`src/rtl/cmdout_collector.sv`:
```
// Collects variable-length command packets from one AXI-Stream into per-accelerator
// ring subqueues of a shared 64-bit BRAM; arguments first, header (with valid byte) last.
module cmdout_collector #(
  parameter int          MAX_ACCS     = 16,
  parameter int          SUBQUEUE_LEN = 64,
  parameter logic [7:0]  VALID_BYTE   = 8'h80,
  localparam int         TW           = (MAX_ACCS > 1) ? $clog2(MAX_ACCS) : 1,
  localparam int         IW           = $clog2(SUBQUEUE_LEN)
) (
  input  logic          aclk,
  input  logic          aresetn,
  input  logic          cmdout_in_tvalid,
  output logic          cmdout_in_tready,
  input  logic [TW-1:0] cmdout_in_tid,
  input  logic [63:0]   cmdout_in_tdata,
  input  logic          cmdout_in_tlast,
  output logic          mem_en,
  output logic [7:0]    mem_we,
  output logic [31:0]   mem_addr,
  output logic [63:0]   mem_din,
  input  logic [63:0]   mem_dout,
  output logic          cmd_done,
  output logic [TW-1:0] cmd_done_tid,
  output logic          err_len,
  output logic          err_frame
);

  typedef enum logic [2:0] {
    S_IDLE, S_HRD, S_HCHK, S_ARD, S_ACHK, S_AWAIT, S_PUB, S_DROP
  } state_t;

  state_t        state_q, state_d;
  logic [63:0]   hdr_q, hdr_d;
  logic [TW-1:0] tid_q, tid_d;
  logic [7:0]    n_q, n_d;
  logic [IW-1:0] base_q, base_d;
  logic [IW-1:0] idx_q, idx_d;
  logic [7:0]    cnt_q, cnt_d;
  logic          drop_pub_q, drop_pub_d;
  logic          err_len_q, err_len_d;
  logic          err_frame_q, err_frame_d;
  logic [IW-1:0] wr_ptr_q [MAX_ACCS];
  logic [IW-1:0] wr_ptr_d [MAX_ACCS];

  function automatic logic [31:0] slot_addr(input logic [TW-1:0] t, input logic [IW-1:0] i);
    return ((32'(t) << IW) | 32'(i)) << 3;
  endfunction

  assign err_len   = err_len_q;
  assign err_frame = err_frame_q;

  // Next-state and output decode; all outputs held low while aresetn is asserted
  always_comb begin
    state_d          = state_q;
    hdr_d            = hdr_q;
    tid_d            = tid_q;
    n_d              = n_q;
    base_d           = base_q;
    idx_d            = idx_q;
    cnt_d            = cnt_q;
    drop_pub_d       = drop_pub_q;
    err_len_d        = err_len_q;
    err_frame_d      = err_frame_q;
    wr_ptr_d         = wr_ptr_q;
    cmdout_in_tready = 1'b0;
    mem_en           = 1'b0;
    mem_we           = 8'h00;
    mem_addr         = 32'h0000_0000;
    mem_din          = 64'h0;
    cmd_done         = 1'b0;
    cmd_done_tid     = {TW{1'b0}};
    if (aresetn) begin
      case (state_q)
        S_IDLE: begin
          cmdout_in_tready = 1'b1;
          if (cmdout_in_tvalid) begin
            hdr_d  = cmdout_in_tdata;
            tid_d  = cmdout_in_tid;
            n_d    = cmdout_in_tdata[15:8];
            base_d = wr_ptr_q[cmdout_in_tid];
            if ({24'd0, cmdout_in_tdata[15:8]} > 32'(SUBQUEUE_LEN - 1)) begin
              err_len_d  = 1'b1;
              drop_pub_d = 1'b0;
              state_d    = cmdout_in_tlast ? S_IDLE : S_DROP;
            end else begin
              state_d = S_HRD;
            end
          end else begin
            state_d = S_IDLE;
          end
        end
        S_HRD: begin
          mem_en   = 1'b1;
          mem_addr = slot_addr(tid_q, base_q);
          state_d  = S_HCHK;
        end
        S_HCHK: begin
          // idx is primed even for N=0 so PUB can always advance wr_ptr to idx
          if (mem_dout != 64'h0) begin
            state_d = S_HRD;
          end else if (n_q == 8'h00) begin
            idx_d   = base_q + IW'(1);
            state_d = S_PUB;
          end else begin
            idx_d   = base_q + IW'(1);
            cnt_d   = 8'h00;
            state_d = S_ARD;
          end
        end
        S_ARD: begin
          mem_en   = 1'b1;
          mem_addr = slot_addr(tid_q, idx_q);
          state_d  = S_ACHK;
        end
        S_ACHK: begin
          state_d = (mem_dout != 64'h0) ? S_ARD : S_AWAIT;
        end
        S_AWAIT: begin
          cmdout_in_tready = 1'b1;
          if (cmdout_in_tvalid) begin
            mem_en   = 1'b1;
            mem_we   = 8'hFF;
            mem_addr = slot_addr(tid_q, idx_q);
            mem_din  = cmdout_in_tdata;
            idx_d    = idx_q + IW'(1);
            cnt_d    = cnt_q + 8'd1;
            if ((cnt_q + 8'd1) == n_q) begin
              if (cmdout_in_tlast) begin
                state_d = S_PUB;
              end else begin
                err_frame_d = 1'b1;
                drop_pub_d  = 1'b1;
                state_d     = S_DROP;
              end
            end else begin
              err_frame_d = err_frame_q | cmdout_in_tlast;
              state_d     = S_ARD;
            end
          end else begin
            state_d = S_AWAIT;
          end
        end
        S_PUB: begin
          mem_en           = 1'b1;
          mem_we           = 8'hFF;
          mem_addr         = slot_addr(tid_q, base_q);
          mem_din          = {hdr_q[63:8], VALID_BYTE};
          wr_ptr_d[tid_q]  = idx_q;
          cmd_done         = 1'b1;
          cmd_done_tid     = tid_q;
          state_d          = S_IDLE;
        end
        S_DROP: begin
          cmdout_in_tready = 1'b1;
          if (cmdout_in_tvalid && cmdout_in_tlast) begin
            state_d = drop_pub_q ? S_PUB : S_IDLE;
          end else begin
            state_d = S_DROP;
          end
        end
        default: begin
          state_d = S_IDLE;
        end
      endcase
    end else begin
      state_d = S_IDLE;
    end
  end

  // State and pointer registers with synchronous active-low reset
  always_ff @(posedge aclk) begin
    if (!aresetn) begin
      state_q     <= S_IDLE;
      hdr_q       <= 64'h0;
      tid_q       <= {TW{1'b0}};
      n_q         <= 8'h00;
      base_q      <= {IW{1'b0}};
      idx_q       <= {IW{1'b0}};
      cnt_q       <= 8'h00;
      drop_pub_q  <= 1'b0;
      err_len_q   <= 1'b0;
      err_frame_q <= 1'b0;
      for (int i = 0; i < MAX_ACCS; i++) begin
        wr_ptr_q[i] <= {IW{1'b0}};
      end
    end else begin
      state_q     <= state_d;
      hdr_q       <= hdr_d;
      tid_q       <= tid_d;
      n_q         <= n_d;
      base_q      <= base_d;
      idx_q       <= idx_d;
      cnt_q       <= cnt_d;
      drop_pub_q  <= drop_pub_d;
      err_len_q   <= err_len_d;
      err_frame_q <= err_frame_d;
      wr_ptr_q    <= wr_ptr_d;
    end
  end

endmodule
```
`config.mk`:
```
export PLATFORM = sky130hd
export DESIGN_NAME = cmdout_collector
export DESIGN_NICKNAME = d
export VERILOG_FILES = /design/src/rtl/cmdout_collector.sv
export SDC_FILE = /design/constraint.sdc
export NUM_CORES = 1
export LEC_CHECK = 0
export CAP_MARGIN = 5
export CORE_MARGIN = 1.5
export CORE_UTILIZATION = 37
export CTS_CLUSTER_SIZE = 28
export DETAILED_ROUTE_END_ITERATION = 8
export SLEW_MARGIN = 10
export SYNTH_ARGS = -nofsm -noshare
export SYNTH_HDL_FRONTEND = slang
export SYNTH_SLANG_ARGS = --single-unit
```
`constraint.sdc`:
```
create_clock -name aclk -period 2.6 [get_ports aclk]
set_input_delay 0.52 -clock aclk [delete_from_list [all_inputs] [get_ports aclk]]
set_output_delay 0.52 -clock aclk [all_outputs]
set_load 0.02 [all_outputs]
```
==> results.sh, run 1 <==
export IMPL_grt_antenna_before_repair=1
export IMPL_grt_pass1_vias=8367
export IMPL_cts_root_buffer="clkbuf_16"
export IMPL_synth_area_top_cells="dfxtp_1, nand2_1, mux4_2"
export IMPL_dp_worst_setup_slack_ns=-0.377
export IMPL_hold_path_class="reg -> reg"
export IMPL_via_per_inst=5.27
export IMPL_cts_buffer_depth=2
export IMPL_ys_seq_area_share_pct=39.5
export IMPL_gr_total_overflow=0
export IMPL_synth_edf_count=0
export IMPL_yosysWarningCount=0
export IMPL_p_sw_share_pct=28.6
export IMPL_drv_slew=0
export IMPL_synth_area_leader_cell="dfxtp_1"
export IMPL_fin_worst_skew_ns=0.0107
export IMPL_port_buffers=226
export IMPL_htreeDepth=4
export IMPL_p_leak_nw=4.63
export IMPL_cts_tree="yes"
export IMPL_synthTopCellsByCount="nand2_1, dfxtp_1, nor2_1"
export IMPL_grt_usage_pct=22.9
export IMPL_outcome="finished clean"
export IMPL_synth_top_area_share_pct=39.5
export IMPL_reg2reg_from="state_q[2]$_SDFF_PN0_"
export IMPL_fin_ws_ns=0.0544
export IMPL_start_kind="flip-flop"
export IMPL_power_internal_mw=4.73
export IMPL_power_switching_mw=1.90
export IMPL_first_pass_iters=5
export IMPL_slowest_delay_ns=0.37
export IMPL_arrival_ns=2.03
export IMPL_rows=57
export IMPL_synth_avg_cell_area_um2=8.07
export IMPL_max_slew_margin_pct=40.9
export IMPL_drv_cap=0
export IMPL_cts_buffers=17
export IMPL_synthXorXnorAreaFrac_pct=1.14
export IMPL_drt_wirelength_per_cell_um=17.7
export IMPL_crit_required_ns=2.08
export IMPL_hold_violations=0
export IMPL_synth_area_um2=9230
export IMPL_cpLargestDelayFamily="simple AND/OR/NAND/NOR gates"
export IMPL_synthMuxAreaShare_pct=13.1
export IMPL_fin_crit_sh_pct=97.9
export IMPL_finalSetupViolCount=0
export IMPL_slowest_stage="dfxtp_4"
export IMPL_reg2reg_slack_ns=0.29
export IMPL_synth_top_family_by_area="simple AND/OR/NAND/NOR gates"
export IMPL_cts_num_sinks=182
export IMPL_synth_seq_cells=182
export IMPL_route_detailed_drc=0
export IMPL_async_reset_ff_share_pct=0
export IMPL_initial_core_util_pct=37.9
export IMPL_fin_util_pct=51.4
export IMPL_cp_num_buf_inv=2
export IMPL_ys_flop_type="dfxtp_1"
export IMPL_hold_path_startpoint="wr_ptr_q[74]$_SDFFE_PN0P_"
export IMPL_diodes=0
export IMPL_clock_fmax_mhz=393
export IMPL_worstPathMaxFanout=16
export IMPL_ant_nets=0
export IMPL_syn_inst=1144
export IMPL_die_h_um=161
export IMPL_place_gp_congestion=0.816
export IMPL_wirelength_um=30100
export IMPL_place_hpwl_um=20600
export IMPL_nets=1499
export IMPL_synth_compound_area_share_pct=16.4
export IMPL_finalPower_mw=6.63
export IMPL_io_pins=249
export IMPL_grt_first_pass_wirelength_um=47000
export IMPL_finalSetupTns_ns=0
export IMPL_seqPwrFrac_pct=45.0
export IMPL_clkPwrFrac_pct=39.3
export IMPL_ir_drop_v=0.000423
export IMPL_path_clk_slew_ns=0.07
export IMPL_ys_types=62
export IMPL_synth_simple_area_share_pct=22.9
export IMPL_crit_type="reg -> out"
export IMPL_die_area_um2=25900
export IMPL_power_density_nw_per_um2=529
export IMPL_yosysMostFrequentCell="nand2_1"
export IMPL_clk_insertion_delay_late_ns=0.44
export IMPL_synthAdderAreaFrac_pct=0.271
export IMPL_crit_start="state_q[1]$_SDFF_PN0_"
export IMPL_die_x_um=161
export IMPL_crit_chain="and3b_2 > and2_4 > buf_4 > and3_1 > dlygate4sd2_1"
export IMPL_cp_end_kind="primary output"
export IMPL_area_growth_syn_to_layout_pct=35.7
export IMPL_vias=8940
export IMPL_core_area_um2=24400
export IMPL_layout_drive_gt1_share_pct=15.9
export IMPL_p_comb_share_pct=15.8
export IMPL_min_period_ns=2.55
export IMPL_drtIter0Drc=793
export IMPL_cts_hold_buf=0
export IMPL_worstMarginPinSlew_ns=0.887
export IMPL_grt_max_degree=173
[worst reg2reg max path, delay by kind of cell (launching register included)]
| kind | cells | cell delay, ns |
|---|---|---|
| flops | 1 | 0.37 |
| compound gates | 4 | 1.04 |
| buf+inv | 2 | 0.24 |
| simple gates | 1 | 0.30 |
| fa+ha+maj | 1 | 0.26 |
[final cells by class]
class | count | area (µm²)
inverters | 6 | 25.0
fillers | 2362 | 11900
flip-flops and latches | 182 | 3650
clock buffers | 17 | 425
repair buffers | 302 | 2760
multi-input cells | 852 | 5100
well taps | 324 | 405
clock inverters | 15 | 161
[stage by stage]
step	std cells	instance area [µm²]	hold WS, ns
after floorplan	1165	9310	0.433
after global placement	1662	12100	0.439
after detailed placement	1662	12100	0.446
after CTS	1695	12700	0.457
after global routing	1698	12500	0.469
final	1698	12500	0.453
[sequential cells by signal (all words and copies together), names as in the netlist]
register / flops
idx_q: 6
drop_pub_q: 1
tid_q: 4
err_frame: 1
cnt_q: 8
wr_ptr_q: 96
state_q: 3
base_q: 6
err_len: 1
hdr_q: 56
[worst paths after layout]
path         cells after the start                         to
min reg2reg                      2  wr_ptr_q[74]$_SDFFE_PN0P_
min                              2  wr_ptr_q[74]$_SDFFE_PN0P_
max reg2reg                      8      idx_q[4]$_SDFFE_PN0P_
max                              5                 mem_din[5]
[layout by cell type (no fill, tap or decap), types with 22 or more instances in the layout]
master             n
buf_4             62
dfxtp_1          180
mux2i_1           51
a22oi_1           64
mux4_2            30
nand3_1           50
clkbuf_2          32
nand2_1          215
o21ai_0           29
nor2_1           131
conb_1            22
clkdlybuf4s50_1  135
dlygate4sd2_1     22
a21oi_1          129
[what timing repair did]
| item | in CTS | in global routing |
|---|---|---|
| setup endpoints to repair | 87 | 85 |
| buffers inserted | 0 | 2 |
| gates cloned | 1 | 1 |
| gates resized for setup | 134 | 97 |
| endpoints found under the hold margin | 0 | 0 |
[power by group through the flow]
stage	Combinational, mW	Clock (mW)	Sequential, mW
global route	1.14	2.79	2.99
CTS	1.04	2.66	2.98
finish	1.05	2.60	2.98
detailed placement	1.04	0	3.04
floorplan	0.559	0	3.01
global placement	1.03	0	3.04
[layer usage]
layer / GRT usage [%] / up-vias / share of wire (%)
met5: 0 / - / 0.043
met4: 5.56 / 2 / 1.5
met3: 4.60 / 29 / 6.0
met2: 37.9 / 291 / 48
met1: 30.6 / 4232 / 45
li1: - / 4386 / -
[cell families (layout without fill, tap and decap cells)]
family	Yosys count	count (layout)
fa+ha+maj	2	2
other cells	1	22
mux	83	83
compound gates	255	255
simple gates	478	478
xor+xnor	12	12
buf+inv	131	340
flops	182	182
No activity file was read; power rests on OpenSTA's default activity.
==> run 2, diff against run 1 <==
Settings changed: CORE_ASPECT_RATIO set to 0.7.
==> run 2 against run 1 <==
Power fell by 1.3%. Cell count rose by 0.65%. Design area rose by 0.61%. Routed wire length fell by 1.3%. Sequential share of layout area fell by 0.21 points. Sequential power barely moved. Fmax fell by 0.39%. Critical path depth rose by 2. Clock power fell by 2%. Global-route usage fell by 0.35 points. Die area barely moved. Critical path type unchanged. Critical endpoint is now cmd_done_tid[0]. Largest cell class unchanged.
==> results.sh, run 2 (synthesized netlist as in run 1, its figures left out) <==
export IMPL_place_hpwl_um=20500
export IMPL_p_leak_nw=4.65
export IMPL_cp_end_kind="primary output"
export IMPL_top_regs="wr_ptr_q x96, hdr_q x56, cnt_q x8"
export IMPL_cts_num_sinks=182
export IMPL_slowest_delay_ns=0.34
export IMPL_grt_antenna_before_repair=0
export IMPL_vias=9025
export IMPL_ant_nets=0
export IMPL_gr_total_overflow=0
export IMPL_start_kind="flip-flop"
export IMPL_drv_slew=0
export IMPL_htreeDepth=4
export IMPL_fin_crit_sh_pct=98.3
export IMPL_power_density_nw_per_um2=519
export IMPL_initial_core_util_pct=37.6
export IMPL_cp_num_buf_inv=4
export IMPL_cts_tree="yes"
export IMPL_die_area_um2=25900
export IMPL_worstPathMaxFanout=9
export IMPL_place_gp_congestion=0.832
export IMPL_finalSetupViolCount=0
export IMPL_crit_chain="nand2b_1 > buf_4 > nor2_4 > buf_12 > buf_4 > and3_1 > clkdlybuf4s15_1"
export IMPL_first_pass_iters=6
export IMPL_die_h_um=135
export IMPL_largest_register="wr_ptr_q"
export IMPL_cts_buffers=17
export IMPL_outcome="finished clean"
export IMPL_ir_drop_v=0.000491
export IMPL_nets=1509
export IMPL_cts_hold_buf=0
export IMPL_dp_cells=1668
export IMPL_core_area_um2=24600
export IMPL_clk_insertion_delay_late_ns=0.44
export IMPL_final_cell_mix="nand2_1, dfxtp_1, clkdlybuf4s50_1"
export IMPL_clock_fmax_mhz=391
export IMPL_worstMarginPinSlew_ns=1.08
export IMPL_grt_first_pass_wirelength_um=45800
export IMPL_crit_required_ns=2.08
export IMPL_grt_max_degree=99
export IMPL_min_period_ns=2.56
export IMPL_drtIter0Drc=649
export IMPL_largest_register_ffs=96
export IMPL_area_growth_syn_to_layout_pct=36.5
export IMPL_cpLargestDelayFamily="buffers and inverters"
export IMPL_arrival_ns=2.04
export IMPL_io_pins=249
export IMPL_drv_cap=0
export IMPL_grt_pass1_vias=8320
export IMPL_grt_usage_pct=22.5
export IMPL_route_detailed_drc=0
export IMPL_cts_root_buffer="clkbuf_16"
export IMPL_layout_cells_non_filler=1709
export IMPL_drt_wirelength_per_cell_um=17.4
export IMPL_timing_hold_ws_ns=0.454
export IMPL_die_x_um=192
export IMPL_fin_worst_skew_ns=0.00666
export IMPL_crit_type="reg -> out"
export IMPL_crit_top_cell="buf_4"
export IMPL_wirelength_um=29700
export IMPL_nFillCells=2366
export IMPL_cts_buffer_depth=2
export IMPL_rows=48
export IMPL_slowest_stage="dfxtp_2"
export IMPL_finalPower_mw=6.54
export IMPL_via_per_inst=5.28
export IMPL_layout_commonest_cell="nand2_1"
export IMPL_hold_path_class="reg -> reg"
export IMPL_diodes=0
export IMPL_port_buffers=226
export IMPL_path_clk_slew_ns=0.07
export IMPL_layout_drive_gt1_share_pct=17.3
export IMPL_hold_violations=0
export IMPL_max_slew_margin_pct=27.8
==> run 2: metal layers <==
metal  up-vias  GRT usage [%]  wire length [µm]
met5         -              0                 0
met4         0           4.56               279
met3        22           5.70              2260
met2       304           33.4             12900
met1      4289           33.0             14300
li1       4410              -                 -
==> run 2: area by class of cell <==
class | instances | area, µm² | share of cell area [%]
clock buffers | 22 | 464 | 3.68
well taps | 325 | 407 | 3.23
flip-flops and latches | 182 | 3640 | 28.9
multi-input cells | 852 | 5110 | 40.6
repair buffers | 312 | 2860 | 22.7
inverters | 6 | 25.0 | 0.199
clock inverters | 10 | 96.3 | 0.764
==> run 2: path summary, 6_finish.rpt <==
path / cells after the start / slack (ns) / to / from
worst max-delay path: 7 / 0.04 / cmd_done_tid[0] / state_q[0]$_SDFF_PN0_
worst min-delay path: 2 / 0.45 / wr_ptr_q[27]$_SDFFE_PN0P_ / wr_ptr_q[27]$_SDFFE_PN0P_
worst max register to register: 10 / 0.14 / wr_ptr_q[3]$_SDFFE_PN0P_ / state_q[0]$_SDFF_PN0_
worst min register to register: 2 / 0.45 / wr_ptr_q[27]$_SDFFE_PN0P_ / wr_ptr_q[27]$_SDFFE_PN0P_
==> run 2: worst reg2reg max path, cell delays in order, from the launching register on <==
cell and delay, ns:
dfxtp_2 0.34, nand2b_1 0.15, buf_4 0.16, nor2_4 0.13
buf_12 0.13, buf_4 0.11, buf_4 0.14, and3_1 0.41
nand3_1 0.43, mux2i_1 0.27, nor2_1 0.05
==> run 2: stage by stage <==
| step | TNS, ns | util, % | instance area [µm²] | worst slack (ns) |
|---|---|---|---|---|
| final | 0 | 51.3 | 12600 | 0.0444 |
| after CTS | -0.0171 | 51.2 | 12600 | -0.0171 |
| after floorplan | 0 | - | 9310 | 0.0525 |
| after global routing | -0.0387 | 51.3 | 12600 | -0.00824 |
| after detailed placement | -22.75 | 49.3 | 12100 | -0.317 |
| after global placement | -21.36 | 49.3 | 12100 | -0.326 |
==> run 2: what timing repair did <==
action	CTS	global route
setup buffers	6	1
pin swaps	1	3
resized for setup	256	43
setup endpoints to repair	88	56
gates cloned	1	2
==> run 2: power by group <==
| group | switching (mW) | internal (mW) | leakage, nW |
|---|---|---|---|
| combinational | 0.574 | 0.460 | 2.91 |
| clock | 1.16 | 1.38 | 0.269 |
| sequential | 0.0763 | 2.89 | 1.47 |
| total | 1.81 | 4.73 | 4.65 |
